**config.mk**
```make
export PLATFORM = sky130hd
export DESIGN_NAME = fetch_ctrl
export DESIGN_NICKNAME = d
export VERILOG_FILES = /design/src/rtl/fetch_ctrl_pkg.sv /design/src/rtl/fetch_bios_arb.sv /design/src/rtl/fetch_ctrl.sv
export SDC_FILE = /design/constraint.sdc
export NUM_CORES = 1
export LEC_CHECK = 0
export CORE_MARGIN = 4
export CORE_UTILIZATION = 44
export CTS_CLUSTER_DIAMETER = 50
export DETAILED_ROUTE_END_ITERATION = 6
export GPL_TIMING_DRIVEN = 0
export PLACE_DENSITY = 0.8
export RECOVER_POWER = 100
export SLEW_MARGIN = 20
export SYNTH_ARGS = -nofsm -noshare
export SYNTH_HDL_FRONTEND = slang
export SYNTH_SLANG_ARGS = --single-unit
```
**constraint.sdc**
```tcl
create_clock -name clk -period 4.6 [get_ports clk]
set_clock_uncertainty 0.15 [all_clocks]
set_input_delay 0.46 -clock clk [delete_from_list [all_inputs] [get_ports clk]]
set_output_delay 0.46 -clock clk [all_outputs]
set_load 0.03 [all_outputs]
```
**src/rtl/fetch_ctrl_pkg.sv**
```systemverilog
// ---------------------------------------------------------------------------
// fetch_ctrl_pkg
// Shared encodings for the fetch-stage sequencing controller: PC select
// codes, instruction-load select codes, FSM states, BIOS port owners and the
// default address-region nibbles.
// ---------------------------------------------------------------------------
package fetch_ctrl_pkg;

  // Next-PC source selected in stage_fetch.
  localparam logic [1:0] PC_SEL_SEQ    = 2'b00;
  localparam logic [1:0] PC_SEL_JUMP   = 2'b01;
  localparam logic [1:0] PC_SEL_BRANCH = 2'b10;

  // Source of the instruction word handed to decode one cycle later.
  localparam logic [1:0] ILOAD_IMEM   = 2'b00;
  localparam logic [1:0] ILOAD_BIOS   = 2'b01;
  localparam logic [1:0] ILOAD_BUBBLE = 2'b10;

  // fetch_pc[31:28] values that select each instruction memory.
  localparam logic [3:0] BIOS_REGION_DEF = 4'h4;
  localparam logic [3:0] IMEM_REGION_DEF = 4'h1;

  typedef enum logic [1:0] {
    ST_BOOT     = 2'd0,
    ST_RUN      = 2'd1,
    ST_REDIRECT = 2'd2
  } fetch_state_e;

  typedef enum logic {
    OWNER_FETCH = 1'b0,
    OWNER_DATA  = 1'b1
  } bios_owner_e;

  // Map an address region onto the memory whose read data decode will see.
  function automatic logic [1:0] region_iload(input logic [3:0] region,
                                              input logic [3:0] bios_region,
                                              input logic [3:0] imem_region);
    if (region == bios_region)      return ILOAD_BIOS;
    else if (region == imem_region) return ILOAD_IMEM;
    else                            return ILOAD_BUBBLE;
  endfunction

endpackage

```
**src/rtl/fetch_bios_arb.sv**
```systemverilog
// ---------------------------------------------------------------------------
// fetch_bios_arb
// Arbitrates the single BIOS read port between instruction fetch and
// data-side loads. On a conflict the port alternates between the two
// requesters, so a persistent data request can never starve fetch (and
// vice versa). A data request without a fetch conflict is always granted.
//
// Ports:
//   clk, rst_n      clock, asynchronous active-low reset
//   data_en         data grants allowed (low while the controller boots)
//   fetch_bios      fetch needs the BIOS port this cycle
//   dbios_req       data side wants to read BIOS this cycle
//   grant_data      BIOS port owned by the data side this cycle
//   data_wait       data request not granted; data side must stall
//   fetch_blocked   fetch lost a conflict and must stall
// ---------------------------------------------------------------------------
module fetch_bios_arb
  import fetch_ctrl_pkg::*;
(
  input  logic clk,
  input  logic rst_n,
  input  logic data_en,
  input  logic fetch_bios,
  input  logic dbios_req,
  output logic grant_data,
  output logic data_wait,
  output logic fetch_blocked
);

  bios_owner_e last_owner;
  logic        conflict;

  assign conflict      = fetch_bios & dbios_req;
  assign grant_data    = data_en & dbios_req &
                         (~fetch_bios | (last_owner == OWNER_FETCH));
  assign data_wait     = dbios_req & ~grant_data;
  assign fetch_blocked = conflict & grant_data;

  // Ownership only flips when both sides actually competed for the port.
  // NOTE: sequential state uses non-blocking assignments so every flop
  // samples values from before the clock edge, independent of block order.
  always_ff @(posedge clk or negedge rst_n) begin
    if (!rst_n) begin
      last_owner <= OWNER_FETCH;
    end else if (conflict) begin
      last_owner <= (last_owner == OWNER_FETCH) ? OWNER_DATA : OWNER_FETCH;
    end
  end

endmodule

```
**src/rtl/fetch_ctrl.sv**
```systemverilog
// ---------------------------------------------------------------------------
// fetch_ctrl
// Fetch-stage sequencing controller. Each cycle it chooses the next-PC
// source, decides whether fetch holds, kills the instruction entering decode
// after redirects, selects which memory feeds decode next cycle, shares the
// BIOS read port with data-side loads and counts fetch-stall cycles.
//
// Ports:
//   clk, rst_n       clock, asynchronous active-low reset
//   fetch_pc         address presented to the instruction memories
//   ext_stall        downstream pipeline stall
//   jumpD            jump resolved in decode
//   branch_takenX    taken branch resolved in execute
//   dbios_req        data-side BIOS read this cycle
//   pc_sel           next-PC select (seq / jump / branch)
//   stallF           hold PC and iload_sel
//   flushD           kill the instruction entering decode
//   iload_sel        registered instruction source (IMEM / BIOS / bubble)
//   bios_grant_data  BIOS port owned by the data side this cycle
//   data_wait        data BIOS request not granted
//   stall_cnt        number of cycles with stallF high (wraps)
// ---------------------------------------------------------------------------
module fetch_ctrl
  import fetch_ctrl_pkg::*;
#(
  parameter int unsigned XLEN             = 32,
  parameter logic [3:0]  BIOS_REGION      = BIOS_REGION_DEF,
  parameter logic [3:0]  IMEM_REGION      = IMEM_REGION_DEF,
  parameter int unsigned REDIRECT_BUBBLES = 1
) (
  input  logic            clk,
  input  logic            rst_n,
  input  logic [XLEN-1:0] fetch_pc,
  input  logic            ext_stall,
  input  logic            jumpD,
  input  logic            branch_takenX,
  input  logic            dbios_req,
  output logic [1:0]      pc_sel,
  output logic            stallF,
  output logic            flushD,
  output logic [1:0]      iload_sel,
  output logic            bios_grant_data,
  output logic            data_wait,
  output logic [31:0]     stall_cnt
);

  localparam logic [2:0] BUB_RELOAD = 3'(REDIRECT_BUBBLES - 1);

  fetch_state_e state;
  logic [2:0]   bub_cnt;
  logic [3:0]   region;
  logic         redirect;
  logic         arb_en;
  logic         fetch_blocked;

  // Only the region nibble steers sequencing; the low PC bits are unused.
  logic unused_pc_bits;
  assign unused_pc_bits = ^fetch_pc[XLEN-5:0];

  assign region = fetch_pc[XLEN-1 -: 4];

  // Fetch competes for BIOS only in RUN when it is not being redirected.
  // While ext_stall holds the pipe, redirects wait, so fetch still competes.
  assign arb_en = (state == ST_RUN) &&
                  (ext_stall || !(branch_takenX || jumpD));

  fetch_bios_arb u_bios_arb (
    .clk           (clk),
    .rst_n         (rst_n),
    .data_en       (state != ST_BOOT),
    .fetch_bios    (arb_en && (region == BIOS_REGION)),
    .dbios_req     (dbios_req),
    .grant_data    (bios_grant_data),
    .data_wait     (data_wait),
    .fetch_blocked (fetch_blocked)
  );

  // NOTE: every output of this block gets a default first, so no path
  // through the case leaves a value unassigned and no latch is inferred.
  always_comb begin
    pc_sel   = PC_SEL_SEQ;
    stallF   = 1'b0;
    flushD   = 1'b0;
    redirect = 1'b0;
    unique case (state)
      ST_RUN: begin
        if (ext_stall) begin
          stallF = 1'b1;
        end else if (branch_takenX) begin
          // The branch is older than a jump in decode; the jump dies here.
          pc_sel   = PC_SEL_BRANCH;
          flushD   = 1'b1;
          redirect = 1'b1;
        end else if (jumpD) begin
          pc_sel   = PC_SEL_JUMP;
          flushD   = 1'b1;
          redirect = 1'b1;
        end else begin
          stallF = fetch_blocked;
        end
      end
      ST_REDIRECT: begin
        flushD = 1'b1;
        if (ext_stall) begin
          stallF = 1'b1;
        end else if (branch_takenX) begin
          pc_sel   = PC_SEL_BRANCH;
          redirect = 1'b1;
        end
      end
      default: begin  // ST_BOOT
        stallF = 1'b1;
        flushD = 1'b1;
      end
    endcase
  end

  // NOTE: the reset branch puts every flop of the controller in a known
  // state; there is no storage array here that could be left unreset.
  always_ff @(posedge clk or negedge rst_n) begin
    if (!rst_n) begin
      state     <= ST_BOOT;
      bub_cnt   <= '0;
      iload_sel <= ILOAD_BUBBLE;
      stall_cnt <= '0;
    end else begin
      if (stallF) stall_cnt <= stall_cnt + 32'd1;

      unique case (state)
        ST_RUN: begin
          if (!ext_stall) begin
            if (redirect) begin
              iload_sel <= ILOAD_BUBBLE;
              if (REDIRECT_BUBBLES > 1) begin
                state   <= ST_REDIRECT;
                bub_cnt <= BUB_RELOAD;
              end
            end else if (fetch_blocked) begin
              // Data owns BIOS this cycle, so no instruction word arrives.
              iload_sel <= ILOAD_BUBBLE;
            end else begin
              iload_sel <= region_iload(region, BIOS_REGION, IMEM_REGION);
            end
          end
        end
        ST_REDIRECT: begin
          if (!ext_stall) begin
            iload_sel <= ILOAD_BUBBLE;
            if (redirect) begin
              bub_cnt <= BUB_RELOAD;
            end else begin
              bub_cnt <= bub_cnt - 3'd1;
              if (bub_cnt <= 3'd1) state <= ST_RUN;
            end
          end
        end
        default: begin  // ST_BOOT: exactly one cycle, inputs ignored
          state <= ST_RUN;
        end
      endcase
    end
  end

endmodule
```
-- Yosys cells after proc, flatten, opt, wreduce, memory -nomap -nowiden
Cells that the tools add are included.
- register bits after elaboration: 40
- input bits: 38
- output and inout port bits: 40
- logic and storage cells: 68
- $add $sub $neg: 2
- $lt $le $gt $ge: 1
- equality and inequality tests: 8
- mux-type cells: 31
- bitwise logic cells: 11
- reduce and logical (&&, ||, !) cells: 10
- operator list (operator ; number):
    $add 32x1->32 const B ; 1
    $mux 2 ; 13
    $mux 1 ; 12
    $pmux 2 s2 ; 3
    $ne 2x2->1 const B ; 4
    $and 1x1->1 ; 5
    $not 1->1 ; 5
    $eq 4x1->1 const B ; 1
    $eq 4x3->1 const B ; 1
    $pmux 1 s2 ; 2
    $reduce_and 4->1 ; 1
    $reduce_bool 2->1 ; 2
    $le 3x1->1 const B ; 1
    $mux 3 ; 1
    $reduce_and 3->1 ; 1
    $sub 3x1->3 const B ; 1
    $eq 2x1->1 const B ; 1
    $eq 2x2->1 const B ; 1
    $logic_and 1x1->1 ; 2
    $logic_or 1x1->1 ; 2
    $reduce_and 2->1 ; 1
    $logic_not 1->1 ; 1
    $or 1x1->1 ; 1

-- Depth between registers and ports, before layout
- depth after elaboration: 13
- mapped depth: 7
- mapped depth without buffers: 6

-- By module
From an unflattened synthesis, not the netlist that was laid out.
- cells, all modules: 163
- area total of the unflattened synthesis: 1773.0 sq um
- modules (own cells, without submodules) (module ; times used ; cells each ; area each (sq um) ; seq. area each (sq um)):
    fetch_ctrl ; 1 ; 155 ; 1702.9 ; 877.1
    fetch_bios_arb ; 1 ; 8 ; 70.1 ; 25.0

-- Worst setup path before layout
No wires, ideal clock.
- kind: reg-to-reg
- start point: reg stall_cnt[0]
- end point: reg stall_cnt[26]
- library setup time: 0.133 ns
- arrival time: 1.787 ns
- data required time: 4.317 ns
- path slack: 2.529 ns
- cell stages (with the launch flop): 8
- buffers on the path: 1
- clock period less this slack: 2.071 ns
- path through: dfrtp_1 -> ha_1 -> and4_1 -> buf_4 -> nor3b_4 -> and4b_4 -> nand4_2 -> xnor2_1
- cells in the longest elaborated chain, start to end: 1
- RTL lines (element ; RTL line ; RTL):
    from (decl) ; fetch_ctrl.sv:44 ; output logic [31:0] stall_cnt
    from (signal assigned) ; fetch_ctrl.sv:127 ; if (stallF) stall_cnt <= stall_cnt + 32'd1;
    $add 32x1->32 ; fetch_ctrl.sv:127 ;
Every way passes these cells.
A chain may end at the register's enable or synchronous reset.

-- Worst setup path in the final report
- start point: in branch_takenX
- end point: out stallF
- cells in the longest elaborated chain, start to end: 13
- elaborated cells on any way between the ends: 14
- classes of those cells: 4 x mux; 5 x bitwise; 5 x reduce/logical
- RTL lines (element ; RTL line ; RTL):
    from (decl) ; fetch_ctrl.sv:36 ; input logic branch_takenX,
    $logic_or 1x1->1 ; fetch_ctrl.sv:65 ; (ext_stall || !(branch_takenX || jumpD));
    $logic_not 1->1 ; fetch_ctrl.sv:65 ;
    $logic_or 1x1->1 ; fetch_ctrl.sv:65 ;
    $logic_and 1x1->1 ; fetch_ctrl.sv:64 ; assign arb_en = (state == ST_RUN) &&
    $logic_and 1x1->1 ; fetch_ctrl.sv:71 ; .fetch_bios (arb_en && (region == BIOS_REGION)),
    $not 1->1 ; fetch_bios_arb.sv:35 ; (~fetch_bios | (last_owner == OWNER_FETCH));
    $or 1x1->1 ; fetch_bios_arb.sv:35 ;
    $and 1x1->1 ; fetch_bios_arb.sv:34 ; assign grant_data = data_en & dbios_req &
    $and 1x1->1 ; fetch_bios_arb.sv:37 ; assign fetch_blocked = conflict & grant_data;
    $mux 1 ; fetch_ctrl.sv:94 ; end else if (jumpD) begin
    $mux 1 * ; fetch_ctrl.sv:89 ; end else if (branch_takenX) begin
    $mux 1 * ; fetch_ctrl.sv:87 ; if (ext_stall) begin
    $pmux 1 s2 * ; fetch_ctrl.sv:85 ; unique case (state)
    to (decl) ; fetch_ctrl.sv:39 ; output logic stallF,
Every way passes the cells marked *; elsewhere a longest branch is shown, timed or not.

==> run metrics <==
status complete, no violations; GRT Total Usage 0.160; Crit-path slowest cell dlygate4sd3_1; post-route minimum period 3.68 ns; Data arrival, critical path 3.07 ns; Slew HR 0.0715; Die X 70.7 µm; worst path bufs/invs 4; fin util 0.638; RePlAce Congestion 0.729; Fmax 272 MHz; largest fanout on the critical path 10; flops & latches, synth 36; PwrDens 367 mW/mm²; Leak 1.07 nW; dpl cells 259; clock latency on the worst-skew pair 0.29 ns; pin count of the biggest net entering global routing 27; Starting DRT DRC Count 56; die area 0.00500 mm²; Initial Util 0.465; Worst setup startpoint branch_takenX; CP Launch Type primary input; port bufs 49; Layout Cells excl Fill 267; count of cells resized by post-cts repair 0; synthesized area 0.00173 mm²; first-pass GRT wire length 6.31 mm; fill count 312; Vias/cell 5.05; max-cap check violation count 0; syn_area_per_cell 10.7 µm²; area delta synth->final 37.2%; Setup crit end kind output port; Power Total 0.870 mW; syn nets 200; total grt overflow 0; htree depth 2; initial antenna violation count 0; most frequent cells in the layout 42 x dlygate4sd3_1, 35 x dfrtp_1, 19 x xnor2_1; worst-case vdd ir drop 399 µV; die height 70.7 µm; vias post-DR 1349; Worst Max-Slew Pin Slew 1.39 ns; clock-pin slew on the worst setup and hold paths 0.06 ns; ANT nets after route 0; CTS Sinks 36; final hold vios 0; DR WL/cell 13.2 µm; CP Class in -> out; register area share after synthesis 0.522; layout cells sized above 1 0.0685; FF-to-FF Start u_bios_arb.last_owner; RSZ-0062 raised after global routing no; Gate Count Post-Synth 161; crit-path cells dlygate4sd3_1 > nor2_1 > a41o_1 > clkbuf_1 > clkbuf_1 > dlygate4sd3_1; vias in the first global route 1378; worst path required time 3.99 ns; Root Driver clkbuf_8; final wirelength 3.54 mm; Clock Tree Buf Depth 2; most common cell after layout, fill and taps aside dlygate4sd3_1; Final nets 258; setup violators final 0; Tightest Hold Check Type reg -> reg; # DRC 0; DP HPWL 2.63 mm; CTS tree yes; post-route setup TNS 0 ns; diode count 0; Critical Path Max Stage Delay 0.81 ns; io pins 78; router iterations before antenna repair 4; Row Count 22; Synth Warn # 0; core area 0.00372 mm²; family with the most delay on the worst path buffers and inverters; fin crit share 0.800; min-delay src iload_sel[1]; Slew Limit Fails 0; CTS Buf Count 5; Yosys cell types 33
## cell families (layout without fill, tap and decap cells)
logic type               after synthesis  count (layout)  synth area share
buffers and inverters                  7              65            0.0224
flip-flops                            36              36             0.522
AO/OA/AOI/OAI                          7               7            0.0311
other                                  1               1           0.00217
AND/OR/NAND/NOR                       75              75             0.242
XOR/XNOR                              33              33             0.167
multiplexers                           1               1           0.00651
adder cells (fa/ha/maj)                1               1           0.00723
## power breakdown
group | internal [mW] | switching (mW) | total (mW) | leakage, nW
sequential | 0.356 | 0.0430 | 0.399 | 0.450
combinational | 0.0998 | 0.131 | 0.231 | 0.565
clock | 0.133 | 0.107 | 0.240 | 0.0503
total | 0.589 | 0.281 | 0.870 | 1.07
## synthesized netlist by cell type, drive strengths merged
cell type | instances | area, µm²
dfrtp | 35 | 876
xnor2 | 19 | 166
nor2 | 16 | 60.1
nand3 | 15 | 87.6
nand2 | 14 | 52.6
xor2 | 14 | 123
nand4 | 9 | 62.6
and3 | 4 | 26.3
buf | 4 | 27.5
nand2b | 4 | 25.0
nor3 | 4 | 20.0
inv | 3 | 11.3
and4 | 2 | 17.5
nor2b | 2 | 12.5
nor3b | 2 | 26.3
o21ai | 2 | 10.0
a21boi | 1 | 7.51
a311oi | 1 | 8.76
a41o | 1 | 10.0
and2 | 1 | 6.26
and2b | 1 | 7.51
and4b | 1 | 13.8
conb | 1 | 3.75
dfstp | 1 | 26.3
ha | 1 | 12.5
mux2 | 1 | 11.3
o211a | 1 | 10.0
o31ai | 1 | 7.51
## sequential cells by signal, summed over array words and instances (netlist names)
name and count:
stall_cnt 32, iload_sel 2, state 1, u_bios_arb.last_owner 1
## area by class of cell
class	instances	area (µm²)	share of cell area
Clock buffer	7	96.3	0.0406
Timing Repair Buffer	51	498	0.210
Tap cell	48	60.1	0.0253
Buffer	4	22.5	0.00949
Sequential cell	36	902	0.380
Multi-Input combinational cell	118	782	0.330
Inverter	3	11.3	0.00475
## worst register-to-register path, cell delays in order (launching register included)
cell and delay [ns]:
dfrtp_1 0.40, nor2b_1 0.19, a41o_1 0.23, clkbuf_1 0.35, clkbuf_1 0.42, nand4_1 0.20
xnor2_1 0.16
## stage by stage
step / setup WS, ns / area, µm² / hold slack [ns]
2_1_floorplan: 2.53 / 1730 / 0.0144
3_3_place_gp: 1.46 / 2280 / 0.306
3_5_place_dp: 1.44 / 2290 / 0.197
4_1_cts: 1.42 / 2400 / 0.334
5_1_grt: 0.701 / 2370 / 0.361
6_report: 0.920 / 2370 / 0.327
## final timing paths
kind                            endpoint  slack [ns]  depth (start not counted)
setup / recovery                  stallF        0.92                          6
hold / removal              iload_sel[1]        0.33                          2
setup reg to reg            stall_cnt[9]        2.39                          6
hold reg to reg             iload_sel[1]        0.33                          2
max in group asynchronous   stall_cnt[3]        2.12                          3
min in group asynchronous  stall_cnt[25]        0.51                          2
## metal layers
metal  share of wire  vias up  GRT usage
li1                -      662          -
met1            0.45      650      0.200
met2            0.48       30      0.257
met3           0.053        7     0.0568
met4           0.018        0     0.0564
met5               0        -          0
## what timing repair did
| action | CTS | global route |
|---|---|---|
| endpoints found under the hold margin | 9 | 0 |
| setup buffers | 0 | 0 |
| endpoints found under the setup margin | 0 | 0 |
| hold buffers | 1 | 0 |
Note: power is estimated with default switching activity, not from simulation.
